$ cat config.mk
export PLATFORM = sky130hd
export DESIGN_NAME = reg_loader
export DESIGN_NICKNAME = d
export VERILOG_FILES = /design/src/rtl/reg_loader_pkg.sv /design/src/rtl/reg_loader_byte_word_shifter.sv /design/src/rtl/reg_loader.sv
export SDC_FILE = /design/constraint.sdc
export NUM_CORES = 1
export LEC_CHECK = 0
export ABC_AREA = 1
export BUFFER_PORTS_ARGS = -buffer_cell sky130_fd_sc_hd__buf_2
export CAP_MARGIN = 20
export CORE_ASPECT_RATIO = 0.6
export CORE_MARGIN = 10
export CORE_UTILIZATION = 40
export DETAILED_ROUTE_END_ITERATION = 12
export GPL_TIMING_DRIVEN = 1
export PLACE_DENSITY = 0.7
export SYNTH_ARGS = -nofsm -noshare
export SYNTH_HDL_FRONTEND = slang
export SYNTH_SLANG_ARGS = --single-unit
$ cat constraint.sdc
create_clock -name clk -period 1.66 [get_ports clk]
set_clock_uncertainty 0.2 [all_clocks]
set_input_delay 0.166 -clock clk [delete_from_list [all_inputs] [get_ports clk]]
set_output_delay 0.166 -clock clk [all_outputs]
set_load 0.02 [all_outputs]
$ cat src/rtl/reg_loader_pkg.sv
// Shared types and constants for the register-bank loader/dumper.
// Holds the FSM state enum, command bytes and index width.
package reg_loader_pkg;

  localparam int REG_IDX_W = 5;

  localparam logic [7:0] CMD_LOAD = 8'h4C;
  localparam logic [7:0] CMD_DUMP = 8'h44;

  typedef enum logic [2:0] {
    S_IDLE,
    S_START,
    S_COUNT,
    S_LDATA,
    S_WRITE,
    S_DREAD,
    S_DSEND
  } state_t;

  // States in which the loader consumes host bytes.
  function automatic logic takes_input(state_t s);
    return s inside {S_IDLE, S_START, S_COUNT, S_LDATA};
  endfunction

endpackage

$ cat src/rtl/reg_loader_byte_word_shifter.sv
// 4-byte shift register with a 2-bit byte counter.
// Ports: clr (zero counter+word), load/word_in (parallel load),
//   shift_in/din (append byte at LSB), shift_out (drop MSB byte),
//   word, msb (word[31:24]), cnt (bytes shifted since clr/load).
module byte_word_shifter (
  input  logic        clk,
  input  logic        rst_n,
  input  logic        clr,
  input  logic        load,
  input  logic [31:0] word_in,
  input  logic        shift_in,
  input  logic [7:0]  din,
  input  logic        shift_out,
  output logic [31:0] word,
  output logic [7:0]  msb,
  output logic [1:0]  cnt
);

  always_ff @(posedge clk or negedge rst_n) begin
    if (!rst_n) begin
      word <= '0;
      cnt  <= '0;
    end else begin
      unique case (1'b1)
        clr: begin
          word <= '0;
          cnt  <= '0;
        end
        load: begin
          word <= word_in;
          cnt  <= '0;
        end
        shift_in: begin
          word <= {word[23:0], din};
          cnt  <= cnt + 2'd1;
        end
        shift_out: begin
          word <= {word[23:0], 8'h00};
          cnt  <= cnt + 2'd1;
        end
        default: ;
      endcase
    end
  end

  assign msb = word[31:24];

endmodule

$ cat src/rtl/reg_loader.sv
// Host byte-stream loader/dumper for the register bank.
// Ports: in_* (host bytes, valid/ready), out_* (dump bytes,
//   valid/ready), WriteReg/WriteData/Regwrite (bank write port),
//   ReadReg/ReadData (bank read port), cpu_hold, err_cmd.
// Dump path compiled in only when REG_LOADER_DUMP_EN is defined.
module reg_loader
  import reg_loader_pkg::*;
#(
  parameter int NREGS = 32
) (
  input  logic                 clk,
  input  logic                 rst_n,
  input  logic [7:0]           in_byte,
  input  logic                 in_valid,
  output logic                 in_ready,
  output logic [7:0]           out_byte,
  output logic                 out_valid,
  input  logic                 out_ready,
  output logic [REG_IDX_W-1:0] WriteReg,
  output logic [31:0]          WriteData,
  output logic                 Regwrite,
  output logic [REG_IDX_W-1:0] ReadReg,
  input  logic [31:0]          ReadData,
  output logic                 cpu_hold,
  output logic                 err_cmd
);

`ifdef REG_LOADER_DUMP_EN
  localparam bit DUMP_EN = 1'b1;
`else
  localparam bit DUMP_EN = 1'b0;
`endif

  state_t               state;
  logic [REG_IDX_W-1:0] idx;
  logic [REG_IDX_W-1:0] idx_inc;
  logic [5:0]           n;
  logic                 dump_mode;
  logic                 ov_q;

  logic [31:0] sh_word;
  logic [7:0]  sh_msb;
  logic [1:0]  sh_cnt;
  logic        sh_clr;
  logic        sh_load;
  logic        sh_in;
  logic        sh_out;

  logic in_fire;
  logic out_fire;
  logic is_dump_cmd;

  assign in_ready    = takes_input(state);
  assign cpu_hold    = (state != S_IDLE);
  assign in_fire     = in_valid & in_ready;
  assign out_fire    = ov_q & out_ready;
  assign is_dump_cmd = DUMP_EN && (in_byte == CMD_DUMP);

  assign idx_inc = (idx == REG_IDX_W'(NREGS - 1)) ?
                   '0 : idx + 1'b1;

  assign sh_clr  = (state == S_COUNT);
  assign sh_load = (state == S_DREAD);
  assign sh_in   = (state == S_LDATA) & in_fire;
  assign sh_out  = (state == S_DSEND) & out_fire;

  byte_word_shifter u_shift (
    .clk       (clk),
    .rst_n     (rst_n),
    .clr       (sh_clr),
    .load      (sh_load),
    .word_in   (ReadData),
    .shift_in  (sh_in),
    .din       (in_byte),
    .shift_out (sh_out),
    .word      (sh_word),
    .msb       (sh_msb),
    .cnt       (sh_cnt)
  );

  always_ff @(posedge clk or negedge rst_n) begin
    if (!rst_n) begin
      state     <= S_IDLE;
      idx       <= '0;
      n         <= '0;
      dump_mode <= 1'b0;
      ov_q      <= 1'b0;
      Regwrite  <= 1'b0;
      WriteReg  <= '0;
      WriteData <= '0;
      err_cmd   <= 1'b0;
    end else begin
      Regwrite <= 1'b0;
      err_cmd  <= 1'b0;
      unique case (state)
        S_IDLE: begin
          if (in_fire) begin
            unique case (1'b1)
              (in_byte == CMD_LOAD): begin
                dump_mode <= 1'b0;
                state     <= S_START;
              end
              is_dump_cmd: begin
                dump_mode <= 1'b1;
                state     <= S_START;
              end
              default: err_cmd <= 1'b1;
            endcase
          end
        end
        S_START: begin
          if (in_fire) begin
            idx   <= REG_IDX_W'(int'(in_byte[4:0]) % NREGS);
            state <= S_COUNT;
          end
        end
        S_COUNT: begin
          if (in_fire) begin
            n     <= {1'b0, in_byte[4:0]} + 6'd1;
            state <= dump_mode ? S_DREAD : S_LDATA;
          end
        end
        S_LDATA: begin
          // Word is complete on this byte; the shifter
          // has not absorbed it yet, so splice it here.
          if (in_fire && sh_cnt == 2'd3) begin
            Regwrite  <= 1'b1;
            WriteReg  <= idx;
            WriteData <= {sh_word[23:0], in_byte};
            state     <= S_WRITE;
          end
        end
        S_WRITE: begin
          idx   <= idx_inc;
          n     <= n - 6'd1;
          state <= (n == 6'd1) ? S_IDLE : S_LDATA;
        end
        S_DREAD: begin
          ov_q  <= 1'b1;
          state <= S_DSEND;
        end
        S_DSEND: begin
          if (out_fire && sh_cnt == 2'd3) begin
            ov_q  <= 1'b0;
            idx   <= idx_inc;
            n     <= n - 6'd1;
            state <= (n == 6'd1) ? S_IDLE : S_DREAD;
          end
        end
        default: state <= S_IDLE;
      endcase
    end
  end

`ifdef REG_LOADER_DUMP_EN
  assign out_valid = ov_q;
  assign out_byte  = ov_q ? sh_msb : 8'h00;
  assign ReadReg   = idx;
`else
  logic unused_dump;
  assign unused_dump = ^{sh_msb, sh_word[31:24]};
  assign out_valid   = 1'b0;
  assign out_byte    = 8'h00;
  assign ReadReg     = '0;
`endif

endmodule
# After elaboration in Yosys (flattened, before gate mapping)

Cells that the tools add are included.

Shift operators: 0
Reductions and logical operators: 17
$lt $le $gt $ge: 0
Bitwise gates (word level): 4
Equal/unequal tests: 16
$mul: 0
Divide/modulo/power cells: 0
Add/subtract/negate cells: 4
Multiplexer cells: 25

Operator list:

| cell                                                  | number |
|---|---|
| one-hot mux 24 bit (4 select lines)                   | 1 |
| two-way mux 3 bit                                     | 7 |
| one-hot mux 3 bit (7 select lines)                    | 1 |
| one-hot mux 6 bit (3 select lines)                    | 1 |
| two-way mux 5 bit                                     | 3 |
| one-hot mux 5 bit (3 select lines)                    | 1 |
| two-way mux 6 bit                                     | 2 |
| == test 3 bit, second input constant                  | 3 |
| nonzero test 3 bit                                    | 3 |
| == test 8 x 7 -> 1 bit, second input constant         | 1 |
| inequality test 2 x 1 -> 1 bit, second input constant | 4 |
| nonzero test 4 bit                                    | 2 |
| adder 5 x 1 -> 6 bit, second input constant           | 1 |
| == test 3 x 2 -> 1 bit, second input constant         | 2 |
| == test 6 x 1 -> 1 bit, second input constant         | 1 |
| two-way mux 1 bit                                     | 6 |
| AND reduction 3 bit                                   | 2 |
| AND reduction 6 bit                                   | 1 |
| subtractor 6 x 1 -> 6 bit, second input constant      | 1 |
| adder 5 x 1 -> 5 bit, second input constant           | 1 |
| == test 5 bit, second input constant                  | 1 |
| bitwise AND 1 bit                                     | 4 |
| inequality test 2 bit, second input constant          | 2 |
| one-hot mux 2 bit (2 select lines)                    | 1 |
| 10 further kinds                                      | 14 |

Bits in latches: 0
Input bits: 44
Word-level logic and storage cells: 76
Memory bits (writable): 0
Output and inout bits: 55
Memory bits (read-only): 0
Memories: 0
Flip-flop bits (word level): 80

# Longest topological paths before layout

Gate-level depths: netlist of run 1.

Depth in word-level cells: 6
Gate-level depth with buffers: 9
Gate-level depth less buffers: 9

# By module

From an unflattened synthesis of run 1, not the netlist that was laid out.

Cells, all modules: 683
Area total of the unflattened synthesis: 4947.2 sq um

Modules (own cells, without submodules):

| module            | times used | area an instance (sq um) | seq. area each (sq um) | cells each |
|---|---|---|---|---|
| reg_loader        | 1          | 2839.0                   | 1351.3                 | 369 |
| byte_word_shifter | 1          | 2108.3                   | 850.8                  | 314 |

# Least setup slack after synthesis of run 1

Ideal clock, no wire load.

Kind: reg2reg
Start point: reg state[2]
End point: reg WriteData[22]
Library setup time: 0.117 ns
Clock period less this slack: 1.685 ns
Arrival: 1.368 ns
Cell stages (with the launch flop): 8
Path slack: -0.025 ns
Path buffers: 1
Required time: 1.343 ns
Cell sequence: dfrtp_1 > inv_1 > nand3_2 > nor2_4 > inv_2 > clkbuf_1 > nand2_1 > nand2_1

Word-level cells in the longest chain between the ends: 5
Elaborated cells between the ends (all ways): 8
Those cells by class: eq/ne (3); bitwise (1); reduce/logical (4)

Ends and longest elaborated chain:

| element                                              | RTL line             | RTL |
|---|---|---|
| start: declaration                                   | reg_loader.sv:34     | `state_t state;` |
| start signal: assignment                             | reg_loader.sv:120    | `state <= dump_mode ? S_DREAD : S_LDATA;` |
| start signal: assignment                             | reg_loader.sv:136    | `state <= (n == 6'd1) ? S_IDLE : S_LDATA;` |
| start signal: assignment                             | reg_loader.sv:147    | `state <= (n == 6'd1) ? S_IDLE : S_DREAD;` |
| == test 3 x 1 -> 1 bit, or another cell as far along | reg_loader_pkg.sv:22 | `return s inside {S_IDLE, S_START, S_COUNT, S_LDATA};` |
| nonzero test 4 bit *                                 | reg_loader_pkg.sv:22 |  |
| named net in_ready                                   | reg_loader.sv:15     | `output logic in_ready,` |
| bitwise AND 1 bit *                                  | reg_loader.sv:55     | `assign in_fire = in_valid & in_ready;` |
| logical AND 1 bit *                                  | reg_loader.sv:126    | `if (in_fire && sh_cnt == 2'd3) begin` |
| AND reduction 2 bit (no source line) *               | -                    |  |
| end signal: assignment                               | reg_loader.sv:129    | `WriteData <= {sh_word[23:0], in_byte};` |
| end: declaration                                     | reg_loader.sv:20     | `output logic [31:0] WriteData,` |

The timed path passes the listed nets; every way through them passes the cells marked *.
A chain may end at the register's enable or synchronous reset.

# Worst setup path after layout of run 1

Start point: reg state[1]
End point: out cpu_hold

Word-level cells in the longest chain between the ends: 1

Ends and longest elaborated chain:

| element            | RTL line         | RTL |
|---|---|---|
| nonzero test 3 bit | reg_loader.sv:54 | `assign cpu_hold = (state != S_IDLE);` |
| end: declaration   | reg_loader.sv:24 | `output logic cpu_hold,` |

Every way passes these cells.

==> results of run 1 <==
[state kept, by name, indices dropped and copies added, names as in the netlist]
name / cells
WriteReg: 5
ov_q: 1
idx: 5
n: 6
u_shift.cnt: 2
err_cmd: 1
state: 3
Regwrite: 1
WriteData: 32
u_shift.word: 24
[layout by cell type (no fill, tap or decap), types with 5 or more instances in the layout]
cell and count:
buf_2 74, nor2_1 19, buf_4 24, nand3_1 67
nand2_1 203, inv_1 24, clkbuf_16 9, inv_2 11
dlygate4sd3_1 33, dfrtp_1 77, conb_1 14, o21ai_0 24
nor2_4 7, ha_1 6, buf_6 7, buf_12 5
[final timing paths]
path                          startpoint              end  slack (ns)  depth (start not counted)
max                             state[1]         cpu_hold       -0.03                          4
min                           in_byte[3]     WriteData[3]       0.009                          3
max reg2reg                     state[2]  u_shift.word[2]       -0.02                          7
min reg2reg                WriteData[29]    WriteData[29]        0.27                          2
max in group asynchronous          rst_n    WriteData[31]        0.66                          3
min in group asynchronous          rst_n    WriteData[22]        0.15                          3
[power breakdown]
group	internal [mW]	switching (mW)	leakage [nW]	total [mW]
Clock	1.18	0.845	0.148	2.03
Combinational	1.37	1.96	1.73	3.33
Sequential	2.35	0.366	1.08	2.72
Total	4.90	3.17	2.95	8.08
[cells by family after synthesis]
family / count (synthesis) / synth area share, %
other: 1 / 0.0959
AO/OA/AOI/OAI: 28 / 3.87
XOR/XNOR: 3 / 0.672
adder cells (fa/ha/maj): 7 / 2.24
buffers and inverters: 66 / 8.22
AND/OR/NAND/NOR: 315 / 33.7
flip-flops: 80 / 51.2
[timing repair]
action / CTS / global route
pin swaps: 3 / 4
hold buffers: 33 / 0
setup buffers: 4 / 7
setup endpoints to repair: 48 / 75
resized for setup: 21 / 26
hold endpoints to repair: 110 / 0
gates cloned: 1 / 0
[worst max-delay path, cell delays in order, from the launching register on]
cell and delay, ns:
dfrtp_2 0.46, buf_6 0.15, nor3_4 0.19, inv_2 0.05, buf_6 0.13
[final cells by class]
class                           instances  area share (%)
Antenna cell                            1          0.0462
Clock buffer                            9            4.15
Timing Repair Buffer                  143            19.5
Tap cell                              130            3.00
Clock inverter                          7            1.48
Sequential cell                        80            37.0
Inverter                               35            2.42
Multi-Input combinational cell        368            32.4
[per-stage QoR]
stage	TNS [ns]	power [mW]
after floorplan	0	4.39
after global placement	-1.78	5.13
after detailed placement	-3.01	5.22
after CTS	-0.0360	7.65
after global routing	-3.78	8.55
final	-0.0885	8.08
[per-layer routing]
metal  up-vias  track usage (%)  part of all wire (%)
met2       174             23.8                    43
met5         -                0                     0
met4         0             4.27                   1.1
met1      1788             22.6                    46
li1       1831                -                     -
met3        14             5.89                   9.4
==> key figures, run 1 <==
Power
  • Leakage: 2.95 nW
  • PD cells: 1490 nW/um^2
  • Worst VDD drop: 0.000876 V

Clocking
  • Clk_lat worst skew: 0.35 ns
  • Num Clock Sinks: 80
  • TritonCTS clock tree: yes
  • Total CTS buffers: 9
  • Clock Tree Root: clkbuf_16
  • Max clock buf depth: 2
  • H-Tree Depth: 3
  • Worst-path clk slew: approximately 0.06 ns

Min path
  • HP Class: primary input to flop

Global routing
  • Largest net degree at the start of global routing: 49
  • Global route total overflow: 0
  • Initial antenna violation count: 0
  • Number of global-route vias before repair: 3602
  • GRT Overall Usage: 16.4%
  • First-pass GRT wire length: 18.4 mm

Floorplanning
  • Floorplan Core Area: around 9400 sq um
  • X dimension of the die: 148 um
  • Initial Utilization: 41.8%
  • I/O pin cnt: 99
  • Die Span Y: 96.6 um
  • Placement Rows: 27
  • Total die area: about 14000 sq um

Placed design
  • Buffers on Ports: 76
  • DP Wirelength: 8.32 mm
  • Gpl congestion: 0.896
  • Worst slack, placed: -0.133 ns
  • # placed instances: 711
  • Placed Area: 4520 sq um

Synthesis
  • Mapped Area: ~3900 sq um
  • Async SR Flop Fraction: 100%
  • EDFF count, synth: 0
  • Synth Instances: 500
  • Most numerous cell in the Yosys netlist: nand2_1
  • Post-synthesis cell type count: 22
  • Syn Area/Cell: a little under 8 sq um
  • Largest cells by area after synthesis: dfrtp_1 (51%), nand2_1 (20%), nand3_1 (9.0%)
  • Synth warnings: 0
  • FF+latch count, synth: 80
  • Top cell type's share of synthesized area: 51.2%
  • Area leader, netlist: dfrtp_1
  • Synth cell count leaders: nand2_1 (209), dfrtp_1 (80), nand3_1 (70)
  • Sequential-to-total area share from yosys stat: 51.2%
  • Dominant synthesized flop cell: dfrtp_1

Timing
  • Final hold vios: 0
  • RSZ-0062 raised after global routing: true
  • Period utilization: 102%
  • Worst setup margin: -0.0340 ns
  • Setup violators final: 5
  • Hold WS: 0.00882 ns
  • FMAX: just under 600 MHz
  • Tmin final: about 1.7 ns
  • Final Max Tran Viols: 0

Setup path
  • Data arrival, critical path: 1.33 ns
  • CP Capture Type: output port
  • Worst Path Class, Setup: flop to output port
  • CP max FO: 5
  • CP required: 1.29 ns
  • Critical path startpoint category: flop

Final layout
  • Final net count: 688
  • Fill cell count: 838
  • Area of the multi-input gates: approximately 1800 sq um
  • Area growth syn-to-layout: 38.7%
  • Non-Filler Instances: 773
  • Layout Cell Area excl Fill: 5420 sq um
  • Register area: about 2000 sq um
  • Share of layout cells above drive strength 1: 25.9%
  • Finished Core Util: a little under 60%

Run
  • Max_cap viols: 0

Drt
  • Post-route DRC: 0
  • Drt wl/cell: 15.4 um
  • Routed Wire Length: between 10 and 15 mm
  • Drt first pass iters: 4
  • Initial drt markers: 393
  • Vias per cell: 4.92
  • Number of nets with antenna violations after routing: 0
  • Via count: 3807

Run status
  • Status: finished with violations
  • Failing checks: setup timing
(Power assumes the default switching activity.)
==> inputs of run 2 (changes only) <==
Settings changed: PLACE_DENSITY 0.7 to 0.65, SLEW_MARGIN set to 20.
==> key figures, run 2 (synthesis gave the netlist of run 1 again) <==
Power
  • Post-route total power: 8.39 mW (+3.9%)
  • PD cells: 1440 nW/um^2 (-3.0%)
  • Leakage: 3.07 nW (+3.9%)
  • Worst VDD drop: 0.000962 V (+9.8%)

Floorplanning
  • Total die area: 14300 sq um (unchanged)
  • I/O pin cnt: 99 (unchanged)
  • Floorplan Core Area: 9360 sq um (unchanged)
  • Placement Rows: 27 (unchanged)
  • X dimension of the die: 148 um (unchanged)
  • Initial Utilization: 41.8% (unchanged)
  • Die Span Y: 96.6 um (unchanged)

Min path
  • Hold path start: in_byte[0]
  • WHS Path Cells: 3 (unchanged)
  • HP Class: primary input to flop
  • Worst Hold End: WriteData[0]

Final layout
  • Area growth syn-to-layout: 48.5%
  • Largest regs: WriteData (32), u_shift.word (24), n (6)
  • Final net count: 695 (+1.0%)
  • Largest Register: WriteData
  • Finished Core Util: 62.1% (+4.1 points)
  • Max FFs per register: 32 (unchanged)
  • Share of layout cells above drive strength 1: 34.8% (+9.0 points)
  • Most frequent cells in the layout: nand2_1 (154), dfrtp_1 (77), buf_2 (73), nand3_1 (67), nand2_2 (40)
  • Most common cell after layout, fill and taps aside: nand2_1
  • Non-Filler Instances: 781 (+1.0%)

Timing
  • Setup violators final: 20 (+15)
  • RSZ-0062 raised after global routing: true
  • Worst setup margin: -0.0594 ns (-0.0255 ns)
  • Final Max Tran Viols: 0 (unchanged)
  • Period utilization: 104% (+1.5 points)
  • Tmin final: 1.72 ns (+0.0255 ns)
  • FMAX: 582 MHz (-1.5%)
  • Final hold vios: 0 (unchanged)

Placed design
  • Worst slack, placed: -0.102 ns (+0.0307 ns)
  • Gpl congestion: 0.850 (-5.0%)
  • DP Wirelength: 8.43 mm (+1.3%)
  • Buffers on Ports: 76 (unchanged)
  • # placed instances: 710 (-0.14%)

Drt
  • Via count: 3813 (+0.16%)
  • Post-route DRC: 0 (unchanged)
  • Routed Wire Length: 12.8 mm (+7.3%)
  • Drt wl/cell: 16.3 um (+6.2%)
  • Drt first pass iters: 5 (+1)
  • Number of nets with antenna violations after routing: 0 (unchanged)
  • Initial drt markers: 290 (-26%)
  • Vias per cell: 4.88 (-0.87%)

Setup path
  • CP required: 1.29 ns (about the same)
  • R2R depth: 8 (+1)
  • Worst r2r src: state[0]
  • R2R Path End: WriteData[24]
  • Data arrival, critical path: 1.35 ns (+0.02 ns)
  • Critical path startpoint category: flop
  • CP max FO: 4 (-1)
  • CP Capture Type: output port
  • Flop2flop setup slack: -0.03 ns (about the same)
  • Worst Path Class, Setup: flop to output port

Clocking
  • Max clock buf depth: 2 (unchanged)
  • Worst-path clk slew: 0.06 ns (about the same)
  • Clk_lat worst skew: 0.34 ns (about the same)
  • Num Clock Sinks: 80 (unchanged)
  • H-Tree Depth: 3 (unchanged)
  • Total CTS buffers: 9 (unchanged)
  • TritonCTS clock tree: yes
  • Clock Tree Root: clkbuf_16

Global routing
  • Initial antenna violation count: 1 (+1)
  • Largest net degree at the start of global routing: 34 (-31%)
  • First-pass GRT wire length: 18.7 mm (+1.8%)
  • Number of global-route vias before repair: 3612 (+0.28%)
  • Global route total overflow: 0 (unchanged)
  • GRT Overall Usage: 16.6% (+0.27 points)

Run status
  • Status: finished with violations
  • Failing checks: setup timing

Run
  • Max_cap viols: 0 (unchanged)
run 2: changes by cell type in the layout (fill, tap and decap cells not counted), sizes merged:
cell / before / now
buf: 110 / 113
bufinv: 1 / 2
clkbuf: 9 / 14
clkinv: 3 / 1
diode: 1 / 2
dlygate4sd3: 33 / 34
inv: 37 / 36
run 2: how the worst max path moves through the flow:
stage | startpoint | to | slack (ns) | cells after the start
final | state[0] | cpu_hold | -0.06 | 4
after global routing | state[0] | cpu_hold | -0.11 | 4
after CTS | state[0] | cpu_hold | -0.02 | 4
after global placement | state[1] | u_shift.word[4] | -0.11 | 8
after detailed placement | state[2] | u_shift.word[12] | -0.10 | 6
after floorplan | state[0] | u_shift.word[6] | 0.05 | 8
run 2: per-layer routing:
layer / share of wire [%] / vias to the layer above / track usage [%]
met4: 1.8 / 0 / 4.76
met1: 48 / 1790 / 24.2
li1: - / 1847 / -
met5: 0 / - / 0
met2: 42 / 155 / 23.0
met3: 8.5 / 21 / 5.29
run 2: worst max-delay path, cell delays in order (launching register included):
cell and delay [ns]:
dfrtp_2 0.45, buf_6 0.14, nor3_4 0.21, inv_1 0.08
buf_6 0.13
run 2: power breakdown:
part / switching [mW] / internal [mW]
Clock: 0.819 / 1.41
Combinational: 1.98 / 1.45
Sequential: 0.375 / 2.35
run 2: what timing repair did:
action / in CTS / in global routing
gates cloned: 1 / 4
pin swaps: 4 / 12
hold buffers: 34 / 0
gates resized for setup: 18 / 120
endpoints found under the hold margin: 110 / 0
setup endpoints to repair: 41 / 78
setup buffers: 4 / 10
run 2: cell type report:
cell class / instances / area, sq um
clock buffer: 11 / 253
antenna: 2 / 5.00
timing repair buffer: 150 / 1200
sequential: 80 / 2010
fill: 826 / 3550
tap: 130 / 163
inverter: 35 / 144
multi-input combinational: 368 / 1960
clock inverter: 5 / 85.1
run 2: per-stage QoR:
step | hold WS [ns] | TNS, ns | cell area, sq um
after floorplan | -0.330 | 0 | 3960
after global placement | -0.0779 | -2.45 | 4530
after detailed placement | -0.0742 | -2.76 | 4530
after CTS | 0.0190 | -0.0150 | 5310
after global routing | 0.0238 | -3.67 | 5810
final | 0.00375 | -0.306 | 5810
==> inputs of run 3 (changes only) <==
Settings changed: CORE_UTILIZATION 40 to 48, PLACE_DENSITY 0.65 to 0.76.
==> key figures, run 3 (synthesis gave the netlist of run 1 again) <==
Run status
  • Status: finished with violations
  • Failing checks: setup timing

Global routing
  • Grt met3 use: 6.67% (+1.4 points)
  • First-pass GRT wire length: 19.2 mm (+2.3%)
  • Initial antenna violation count: 0 (-1)
  • Largest net degree at the start of global routing: 81 (+140%)
  • Met2 GRT Util: 27.9% (+4.9 points)
  • GRT Max-Usage Layer: met2
  • Global route total overflow: 0 (unchanged)
  • M1 GR Usage: 26.7% (+2.6 points)
  • GRT Overall Usage: 19.4% (+2.7 points)
  • Number of global-route vias before repair: 3796 (+5.1%)

Clocking
  • Clock Tree Root: clkbuf_16
  • Num Clock Sinks: 80 (unchanged)
  • TritonCTS clock tree: yes
  • H-Tree Depth: 3 (unchanged)
  • Total CTS buffers: 9 (unchanged)
  • Worst-path clk slew: 0.06 ns (about the same)
  • Clk_lat worst skew: 0.34 ns (about the same)
  • Max clock buf depth: 2 (unchanged)

Placed design
  • DP Wirelength: 7.97 mm (-5.4%)
  • Gpl congestion: 0.895 (+5.3%)
  • Buffers on Ports: 76 (unchanged)
  • Placed Area: 4460 sq um (-1.5%)

Floorplanning
  • Initial Utilization: 49.4% (+7.6 points)
  • Placement Rows: 25 (-7.4%)
  • Floorplan Core Area: 7910 sq um (-15%)
  • Total die area: 12300 sq um (-14%)
  • I/O pin cnt: 99 (unchanged)
  • X dimension of the die: 137 um (-7.5%)
  • Die Span Y: 89.9 um (-6.9%)

Final layout
  • Area of the multi-input gates: 1770 sq um (-9.5%)
  • Layout Cell Area excl Fill: 5440 sq um (-6.3%)
  • Most frequent cells in the layout: nand2_1 (202), dfrtp_1 (77), buf_2 (74), nand3_1 (68), dlygate4sd3_1 (34)
  • Fill cell count: 604 (-27%)
  • Max FFs per register: 32 (unchanged)
  • Share of layout cells above drive strength 1: 25.3% (-9.5 points)
  • Largest Register: WriteData
  • Diodes inserted: 0 (-2)
  • Register area: 2010 sq um (unchanged)
  • Largest regs: WriteData (32), u_shift.word (24), n (6)
  • Final net count: 690 (-0.72%)
  • Most common cell after layout, fill and taps aside: nand2_1
  • Area growth syn-to-layout: 39.2%

Drt
  • Via count: 4008 (+5.1%)
  • Number of nets with antenna violations after routing: 0 (unchanged)
  • Routed Wire Length: 13.1 mm (+2.5%)
  • Initial drt markers: 454 (+57%)
  • Drt wl/cell: 17.4 um (+6.6%)
  • Vias per cell: 5.34 (+9.3%)
  • Drt first pass iters: 5 (unchanged)
  • Post-route DRC: 0 (unchanged)

Power
  • Post-route total power: 8.05 mW (-4.1%)
  • Worst VDD drop: 0.00119 V (+24%)
  • PD cells: 1480 nW/um^2 (+2.4%)
  • Leakage: 2.95 nW (-3.9%)

Timing
  • Period utilization: 103% (-0.98 points)
  • Setup violators final: 7 (-65%)
  • RSZ-0062 raised after global routing: true
  • Worst setup margin: -0.0432 ns (+0.0162 ns)
  • Final Max Tran Viols: 0 (unchanged)
  • Final hold vios: 0 (unchanged)
  • Tmin final: 1.70 ns (-0.0162 ns)
  • FMAX: 587 MHz (+0.95%)

Setup path
  • Worst r2r src: state[2]
  • CP Capture Type: output port
  • Worst Path Class, Setup: flop to output port
  • Critical path startpoint category: flop
  • CP required: 1.29 ns (about the same)
  • Data arrival, critical path: 1.34 ns (about the same)
  • Crit. Startpoint: state[2]
  • CP max FO: 5 (+1)

Min path
  • Hold path start: in_byte[0]
  • HP Class: primary input to flop

Run
  • Max_cap viols: 0 (unchanged)
run 3: changes by cell type in the layout (fill, tap and decap cells not counted), sizes merged:
cell	change
buf	-3
bufinv	-2
clkbuf	-2
clkinvlp	+1
diode	-2
run 3: area by class of cell:
cell class / instances / area share (%)
inverters: 35 / 2.55
clock inverters: 4 / 0.529
flip-flops and latches: 80 / 36.9
well taps: 108 / 2.48
multi-input cells: 368 / 32.6
repair buffers: 145 / 20.6
clock buffers: 11 / 4.46
run 3: report_power, final:
group	leakage, nW	switching (mW)	internal [mW]
registers	1.08	0.403	2.35
logic	1.75	2.05	1.39
clock network	0.128	0.805	1.05
run 3: critical path: stages, from the launching register on:
cell and delay [ns]:
dfrtp_2 0.45, buf_6 0.14, nor3_4 0.20, inv_1 0.07, buf_6 0.13
run 3: metal layers:
metal	vias to the layer above	wire, um	share of wire [%]
met4	0	283	2.2
met2	257	5820	44
met5	-	0	0
li1	1833	-	-
met1	1877	5640	43
met3	41	1340	10
run 3: path summary, 6_finish.rpt:
path                                    to  slack [ns]  cells after the start
max                               cpu_hold       -0.04                      4
max in group asynchronous         state[2]        0.71                      3
min in group asynchronous             n[1]        0.15                      3
min                           WriteData[0]        0.04                      3
min reg2reg                  WriteData[26]        0.26                      2
max reg2reg                u_shift.word[7]       -0.03                      7
run 3: what timing repair did:
item,CTS,global route
hold buffers,34,0
hold endpoints to repair,110,0
endpoints found under the setup margin,74,77
gates resized for setup,13,43
pin swaps,1,13
buffers inserted,3,12
cloned,2,1
run 3: through the flow:
| step | cells | hold slack (ns) | setup TNS [ns] | worst slack [ns] | utilization, % |
|---|---|---|---|---|---|
| floorplan | 513 | -0.330 | 0 | 0.0514 | - |
| global placement | 684 | 0.0199 | -0.887 | -0.0409 | 56.3 |
| detailed placement | 684 | 0.0267 | -2.49 | -0.0903 | 56.3 |
| CTS | 738 | 0.0164 | -1.38 | -0.0665 | 65.3 |
| global route | 751 | 0.0379 | -1.16 | -0.0795 | 68.8 |
| finish | 751 | 0.0362 | -0.115 | -0.0432 | 68.8 |
